--- src/rtl/crypt8_pkg.sv ---
// Shared definitions for the 8-bit byte cipher: FSM encoding, rotation amount,
// round-counter type and the rotate helper also used by the decrypt side.
package crypt8_pkg;

    typedef enum logic [1:0] {
        IDLE = 2'd0,
        RUN  = 2'd1,
        DONE = 2'd2
    } state_t;

    localparam int MAX_ROUNDS = 8;
    localparam int RCNT_W     = $clog2(MAX_ROUNDS);

    typedef logic [RCNT_W-1:0] rcnt_t;

    localparam rcnt_t ROT_AMT = rcnt_t'(3);

    // A shift by 8 on an 8-bit value yields zero, so n == 0 returns x unchanged.
    function automatic logic [7:0] rotl8(input logic [7:0] x, input rcnt_t n);
        return 8'((x << n) | (x >> (4'd8 - {1'b0, n})));
    endfunction

endpackage

--- src/rtl/crypt8_round.sv ---
// One combinational cipher round: mix in the rotated key, then rotate the result.
module crypt8_round
    import crypt8_pkg::*;
(
    input  logic [7:0] x,
    input  logic [7:0] key_snap,
    input  rcnt_t      idx,
    output logic [7:0] x_next
);

    logic [7:0] round_key;

    assign round_key = rotl8(key_snap, idx);
    assign x_next    = rotl8(x ^ round_key, ROT_AMT);

endmodule

--- src/rtl/encrypt_stream.sv ---
// Iterative byte encryptor: accepts plaintext in IDLE, runs one round per clock,
// then holds the ciphertext until the sink takes it.
module encrypt_stream
    import crypt8_pkg::*;
#(
    parameter int ROUNDS = 4
) (
    input  logic        clk,
    input  logic        rst_n,
    input  logic [7:0]  key_in,
    input  logic        key_load,
    input  logic [7:0]  s_data,
    input  logic        s_valid,
    output logic        s_ready,
    output logic [7:0]  m_data,
    output logic        m_valid,
    input  logic        m_ready,
    output logic        busy,
    output logic [15:0] byte_cnt
);

    localparam rcnt_t LAST_ROUND = rcnt_t'(ROUNDS - 1);

    state_t     state;
    state_t     state_next;
    logic [7:0] key_reg;
    logic [7:0] key_snap;
    logic [7:0] x_reg;
    logic [7:0] x_next;
    rcnt_t      round_cnt;
    logic       last_round;

    assign last_round = (round_cnt == LAST_ROUND);

    crypt8_round u_round (
        .x        (x_reg),
        .key_snap (key_snap),
        .idx      (round_cnt),
        .x_next   (x_next)
    );

    always_ff @(posedge clk or negedge rst_n) begin
        if (!rst_n) begin
            state <= IDLE;
        end else begin
            state <= state_next;
        end
    end

    always_comb begin
        state_next = state;
        case (state)
            IDLE:    if (s_valid)    state_next = RUN;
            RUN:     if (last_round) state_next = DONE;
            DONE:    if (m_ready)    state_next = IDLE;
            default:                 state_next = IDLE;
        endcase
    end

    always_comb begin
        s_ready = (state == IDLE);
        busy    = (state == RUN) || (state == DONE);
    end

    // The key snapshot bypasses key_reg so a key loaded on the accept cycle applies to that byte.
    always_ff @(posedge clk or negedge rst_n) begin
        if (!rst_n) begin
            key_reg   <= 8'h00;
            key_snap  <= 8'h00;
            x_reg     <= 8'h00;
            round_cnt <= '0;
            m_data    <= 8'h00;
            m_valid   <= 1'b0;
            byte_cnt  <= 16'h0000;
        end else begin
            if (key_load) begin
                key_reg <= key_in;
            end
            case (state)
                IDLE: begin
                    if (s_valid) begin
                        x_reg     <= s_data;
                        key_snap  <= key_load ? key_in : key_reg;
                        round_cnt <= '0;
                    end
                end
                RUN: begin
                    x_reg     <= x_next;
                    round_cnt <= round_cnt + rcnt_t'(1);
                    if (last_round) begin
                        m_data  <= x_next;
                        m_valid <= 1'b1;
                    end
                end
                DONE: begin
                    if (m_ready) begin
                        m_valid  <= 1'b0;
                        byte_cnt <= byte_cnt + 16'd1;
                    end
                end
                default: begin
                end
            endcase
        end
    end

endmodule

--- config.mk ---
export PLATFORM = sky130hd
export DESIGN_NAME = encrypt_stream
export DESIGN_NICKNAME = d
export VERILOG_FILES = /design/src/rtl/crypt8_pkg.sv /design/src/rtl/crypt8_round.sv /design/src/rtl/encrypt_stream.sv
export SDC_FILE = /design/constraint.sdc
export NUM_CORES = 1
export LEC_CHECK = 0
export ABC_AREA = 1
export CORE_ASPECT_RATIO = 2
export CORE_UTILIZATION = 25
export CTS_BUF_LIST = sky130_fd_sc_hd__clkbuf_8 sky130_fd_sc_hd__clkbuf_16
export DETAILED_ROUTE_END_ITERATION = 7
export PLACE_DENSITY_LB_ADDON = 0.3
export SYNTH_ARGS = -nofsm -noshare
export SYNTH_HDL_FRONTEND = slang
export SYNTH_SLANG_ARGS = --single-unit
--- constraint.sdc ---
create_clock -name clk -period 2.8 [get_ports clk]
set_input_delay 0.28 -clock clk [delete_from_list [all_inputs] [get_ports clk]]
set_output_delay 0.28 -clock clk [all_outputs]
set_load 0.005 [all_outputs]
# Word-level counts from Yosys, hierarchy flattened
# Index checks and enable logic that the tools add are counted.
[word_totals] register_bits=54 wordCells=44
[classes] add_sub_neg=3 n_eq_ne=6 shift=2 muxes=12 n_bitwise=3 reduce_logical=10
[ops] operator="16-bit by 1-bit adder with 16-bit output, second input constant" n=1
[ops] operator="8-bit two-way mux" n=2
[ops] operator="8-bit one-hot mux with 2 select lines" n=1
[ops] operator="8-bit by 3-bit bitwise OR with 8-bit output" n=1
[ops] operator="8-bit bitwise OR" n=1
[ops] operator="2-bit AND reduction" n=4
[ops] operator="8-bit by 3-bit << shifter with 8-bit output" n=1
[ops] operator="8-bit by 4-bit >> shifter with 8-bit output" n=1
[ops] operator="8-bit XOR" n=1
[ops] operator="2-bit two-way mux" n=3
[ops] operator="2-bit inequality test, second input constant" n=3
[ops] operator="2-bit one-hot mux with 3 select lines" n=1
[ops] operator="3-bit one-hot mux with 2 select lines" n=1
[ops] operator="3-bit AND reduction" n=2
[ops] operator="2-bit nonzero test" n=2
[ops] operator="4-bit by 3-bit subtractor with 4-bit output, first input constant" n=1
[ops] operator="3-bit by 1-bit adder with 3-bit output, second input constant" n=1
[ops] operator="3-bit by 2-bit equality test with 1-bit output, second input constant" n=1
[ops] operator="3-bit two-way mux" n=1
[ops] operator="2-bit by 1-bit equality test with 1-bit output, second input constant" n=1
[ops] operator="2-bit equality test, second input constant" n=1
[ops] operator="2-bit zero test" n=1
[ops] operator="1-bit two-way mux" n=2
[ops] operator="1-bit one-hot mux with 2 select lines" n=1
[ops] operator="1-bit logical OR" n=1

# Longest topological paths before layout
[logic_depth] word_depth=6 mapped_depth=15 ltp_nobuf=14

# By module
# From an unflattened synthesis, not the netlist that was laid out.
[unflattened] hier_cells=406 area_unflattened_um2=3193.1
[modules_own_cells] module="encrypt_stream" n_inst=1 cells_per_inst=269 area_each_um2=2449.8 seq_area_each_um2=1351.3
[modules_own_cells] module="crypt8_round" n_inst=1 cells_per_inst=137 area_each_um2=743.2 seq_area_each_um2=0.0

# Worst setup path before layout
# No wires, ideal clock.
[synth_path] path_kind="reg2reg" from="register round_cnt[0]" to="register x_reg[4]" arrival_time_ns=1.610 required_ns=2.684 path_slack_ns=1.073 path_stages_with_launch=15 cell_sequence="dfrtp_1 -> inv_2 -> buf_4 -> ha_1 -> buf_2 -> inv_2 -> nand3_1 -> nand3_1 -> nand2_1 -> nand2_1 -> nand2_1 -> nand2_1 -> nand3_1 -> nand2_1 -> nand2_1"
[synth_via] elab_chain_len=6 elab_cells_between_ends=7 classes_between="1 x add/sub; 2 x shift; 1 x mux; 3 x bitwise"
[synth_lines] item="start: declaration" line="encrypt_stream.sv:30" rtl="rcnt_t round_cnt;"
[synth_lines] item="start signal: assignment" line="encrypt_stream.sv:89" rtl="round_cnt <= round_cnt + rcnt_t'(1);"
[synth_lines] item="4-bit by 3-bit subtractor with 4-bit output" line="crypt8_pkg.sv:20" rtl="return 8'((x << n) | (x >> (4'd8 - {1'b0, n})));"
[synth_lines] item="8-bit by 4-bit >> shifter with 8-bit output" line="crypt8_pkg.sv:20"
[synth_lines] item="8-bit bitwise OR *" line="crypt8_pkg.sv:20"
[synth_lines] item="8-bit XOR *" line="crypt8_round.sv:14" rtl="assign x_next = rotl8(x ^ round_key, ROT_AMT);"
[synth_lines] item="8-bit by 3-bit bitwise OR with 8-bit output *" line="crypt8_pkg.sv:20"
[synth_lines] item="8-bit one-hot mux with 2 select lines *" line="encrypt_stream.sv:79" rtl="case (state)"
[synth_lines] item="end signal: assignment" line="encrypt_stream.sv:82" rtl="x_reg <= s_data;"
[synth_lines] item="end signal: assignment" line="encrypt_stream.sv:88" rtl="x_reg <= x_next;"
[synth_lines] item="end: declaration" line="encrypt_stream.sv:28" rtl="logic [7:0] x_reg;"
# Mark *: on every way between the ends. The rest lies on a longest branch, timed or not.
# A chain may end at the register's enable or synchronous reset.

# Final worst setup path
[layout_path] from="register round_cnt[1]" to="register x_reg[4]"
# The elaborated chain is that of the path after synthesis.

==> metrics.csv <==
stage,metric,value,unit
run_status,status,"complete, no violations",
critical_path,critical path arrival,2.15,ns
route,via count,2757,
power_and_ir_drop,cell area power density,1060,mW/mm2
sta,unrepaired setup endpoints after global routing,false,
sta,setup_tns,0,ns
critical_path,Startpoint Class,flip-flop,
power_and_ir_drop,leakage power,1.92,nW
grt,antenna violations before repair,0,
clock_tree,Worst-Skew Late Latency,0.30,ns
grt,"Remaining Overflow, GRT",0,
clock_tree,# Post-CTS Setup Buffers,0,
yosys,post-synthesis cell type count,34,
critical_path,CP Capture Type,flip-flop,
yosys,Synth async-reset ratio,100,%
clock_tree,clock sinks,54,
sta,fin. max-slew vios,0,
critical_path,Critical Path Most Common Cell,nand2_1,
critical_path,worst-path maximum fanout,9,
yosys,post-synth top area share,44.1,%
sta,clock skew,0.00643,ns
floorplan,area of the core,0.0118,mm2
sta,Fin. Hold Viols,0,
layout,Top reg by flops,byte_cnt,
route,DRT Pass-1 Iters,4,
critical_path,Crit Path Category,reg -> reg,
yosys,Post-synth top cells,"nand2_1 (151), nand3_1 (56), dfrtp_1 (54)",
floorplan,die area,0.0127,mm2
floorplan,FP Rows,56,
sta,Slew HR,53.8,%
route,DRC,0,
grt,pin count of the biggest net entering global routing,28,
clock_tree,root buffer cell,clkbuf_16,
clock_tree,post-CTS resize count,0,
layout,Layout Cells excl Fill,591,
sta,fin crit period,1.96,ns
yosys,Cells after Synth,396,
clock_tree,CTS tree,done,
layout,Syn-to-layout area delta,25.3,%
grt,first-pass GRT wire length,14100,um
route,Detailed Route Iter0 Violations,203,
route,"antenna viol nets, final",0,
clock_tree,CTS hold repair buffers,0,
floorplan,Die H,159,um
layout,Post-layout nets,475,
yosys,most frequent cell after synthesis,nand2_1,
place,placed insts,583,
run,max cap viols,0,
yosys,post-synth top area cell,dfrtp_1,
yosys,synthesized flop and latch total,54,
yosys,number of synthesized flops with an enable pin,0,
power_and_ir_drop,Worst VDD drop,0.000423,V
route,Routed WL,8350,um
yosys,Synth Flop Type,dfrtp_1,
clock_tree,H-tree depth,2,
route,DR vias/cell,4.66,
clock_tree,CTS Buf Count,5,
critical_path,slowest CP cell,dfrtp_1,
sta,Least-Margin Pin Slew,0.693,ns
clock_tree,CTS max path bufs,2,
place,# port buffers,47,
floorplan,Ports,48,
yosys,"Avg Cell Area, Syn",7.74,um2
sta,final setup vio count,0,
yosys,Synth Cell Area,0.00307,mm2
critical_path,"delay-heaviest family, CP",simple AND/OR/NAND/NOR gates,
critical_path,Worst path max stage delay,0.48,ns
grt,vias in the first global route,2829,
layout,Ant. Diodes,0,
yosys,Yosys warning count,0,
place,routability cong.,0.886,
floorplan,Initial Util,25.9,%
grt,GR Util All Layers,14.7,%
yosys,largest cells by area after synthesis,"dfrtp_1 (44%), nand2_1 (18%), nand3_1 (9.1%)",
yosys,Post-Syn Nets,426,
sta,f_max,510,MHz
yosys,sequential-to-total area share from yosys stat,44.1,%
critical_path,Crit path buffers/inverters,2,
place,hpwl dp,6480,um
floorplan,Die Wd,80.3,um
sta,crit share post-route,70.0,%
clock_tree,clock-pin slew on the worst setup and hold paths,0.07,ns
critical_path,CP required,2.99,ns
layout,max FFs per register,16,
route,Avg WL per Cell,14.1,um
critical_path,critical-path cell list,"inv_2, ha_1, inv_2, nand3_1, nand3_1, nand2_1, nand2_1, nand2_1, nand2_1, nand3_1, nand2_1, nand2_1",
layout,share of cells above drive strength 1,10.8,%
worst_hold_path,worst min path class,in -> async,
stage by stage:
stage | cell area [um2] | hold WS (ns) | util (%) | total power, mW | setup WS, ns
floorplan | 3070 | -0.0156 | - | 2.71 | 1.07
global placement | 3690 | 0.342 | 31.2 | 3.44 | 0.888
detailed placement | 3690 | 0.363 | 31.2 | 3.46 | 0.884
CTS | 3840 | 0.0370 | 32.4 | 4.12 | 0.855
global route | 3840 | 0.0578 | 32.4 | 4.48 | 0.614
finish | 3840 | 0.0143 | 32.4 | 4.09 | 0.840
placed cells by master (no fill, tap or decap), types with 2 or more instances in the layout:
| cell type | instances |
|---|---|
| a21oi_1 | 6 |
| a31oi_1 | 2 |
| buf_4 | 4 |
| clkbuf_16 | 5 |
| clkdlybuf4s50_1 | 46 |
| dfrtp_1 | 54 |
| ha_1 | 9 |
| inv_1 | 22 |
| inv_2 | 9 |
| mux2_2 | 8 |
| nand2_1 | 151 |
| nand2_2 | 5 |
| nand3_1 | 56 |
| nand4_1 | 3 |
| nor2_1 | 23 |
| nor2_2 | 2 |
| nor2_4 | 3 |
| nor3_1 | 2 |
| o21ai_0 | 3 |
| o21ai_1 | 4 |
| o22ai_1 | 2 |
| xnor2_1 | 6 |
| xor2_1 | 7 |
power breakdown:
part | internal (mW) | total [mW] | switching, mW
Sequential | 1.04 | 1.27 | 0.231
Combinational | 0.836 | 2.18 | 1.34
Clock | 0.337 | 0.642 | 0.305
final timing paths:
path / start / end / slack [ns] / cells after the start
min in group clk: key_reg[4] / key_reg[4] / 0.50 / 1
hold reg to reg: key_reg[4] / key_reg[4] / 0.50 / 1
max in group asynchronous: rst_n / key_snap[7] / 2.09 / 2
setup reg to reg: round_cnt[1] / x_reg[4] / 0.84 / 12
setup / recovery: round_cnt[1] / x_reg[4] / 0.84 / 12
hold / removal: rst_n / m_data[0] / 0.01 / 1
metal layers:
metal	GRT usage [%]	vias up	part of all wire, %
li1	-	1363	-
met1	14.7	1316	37
met2	29.1	61	58
met3	2.18	17	2.8
met4	5.87	0	2.6
met5	0	-	0
kinds of logic (layout without fill, tap and decap cells):
kind of cell | Yosys count | in the layout | synth area share (%)
xor+xnor | 13 | 13 | 3.71
buf+inv | 42 | 92 | 5.79
mux | 8 | 8 | 2.94
simple gates | 252 | 252 | 36.6
flops | 54 | 54 | 44.1
fa+ha+maj | 9 | 9 | 3.67
compound gates | 18 | 18 | 3.22
layout make-up:
cell class                      instances  area (um2)
Clock buffer                            5         125
Inverter                               33         126
Clock inverter                          3        25.0
Sequential cell                        54        1350
Tap cell                              145         181
Multi-Input combinational cell        300        1540
Fill cell                            1240        8000
Timing Repair Buffer                   51         495
worst reg2reg max path: stages, from the launching register on:
cell	delay [ns]
dfrtp_1	0.48
inv_2	0.12
ha_1	0.41
inv_2	0.19
nand3_1	0.14
nand3_1	0.09
nand2_1	0.05
nand2_1	0.07
nand2_1	0.05
nand2_1	0.07
nand3_1	0.08
nand2_1	0.07
nand2_1	0.05
(Power assumes the default switching activity.)
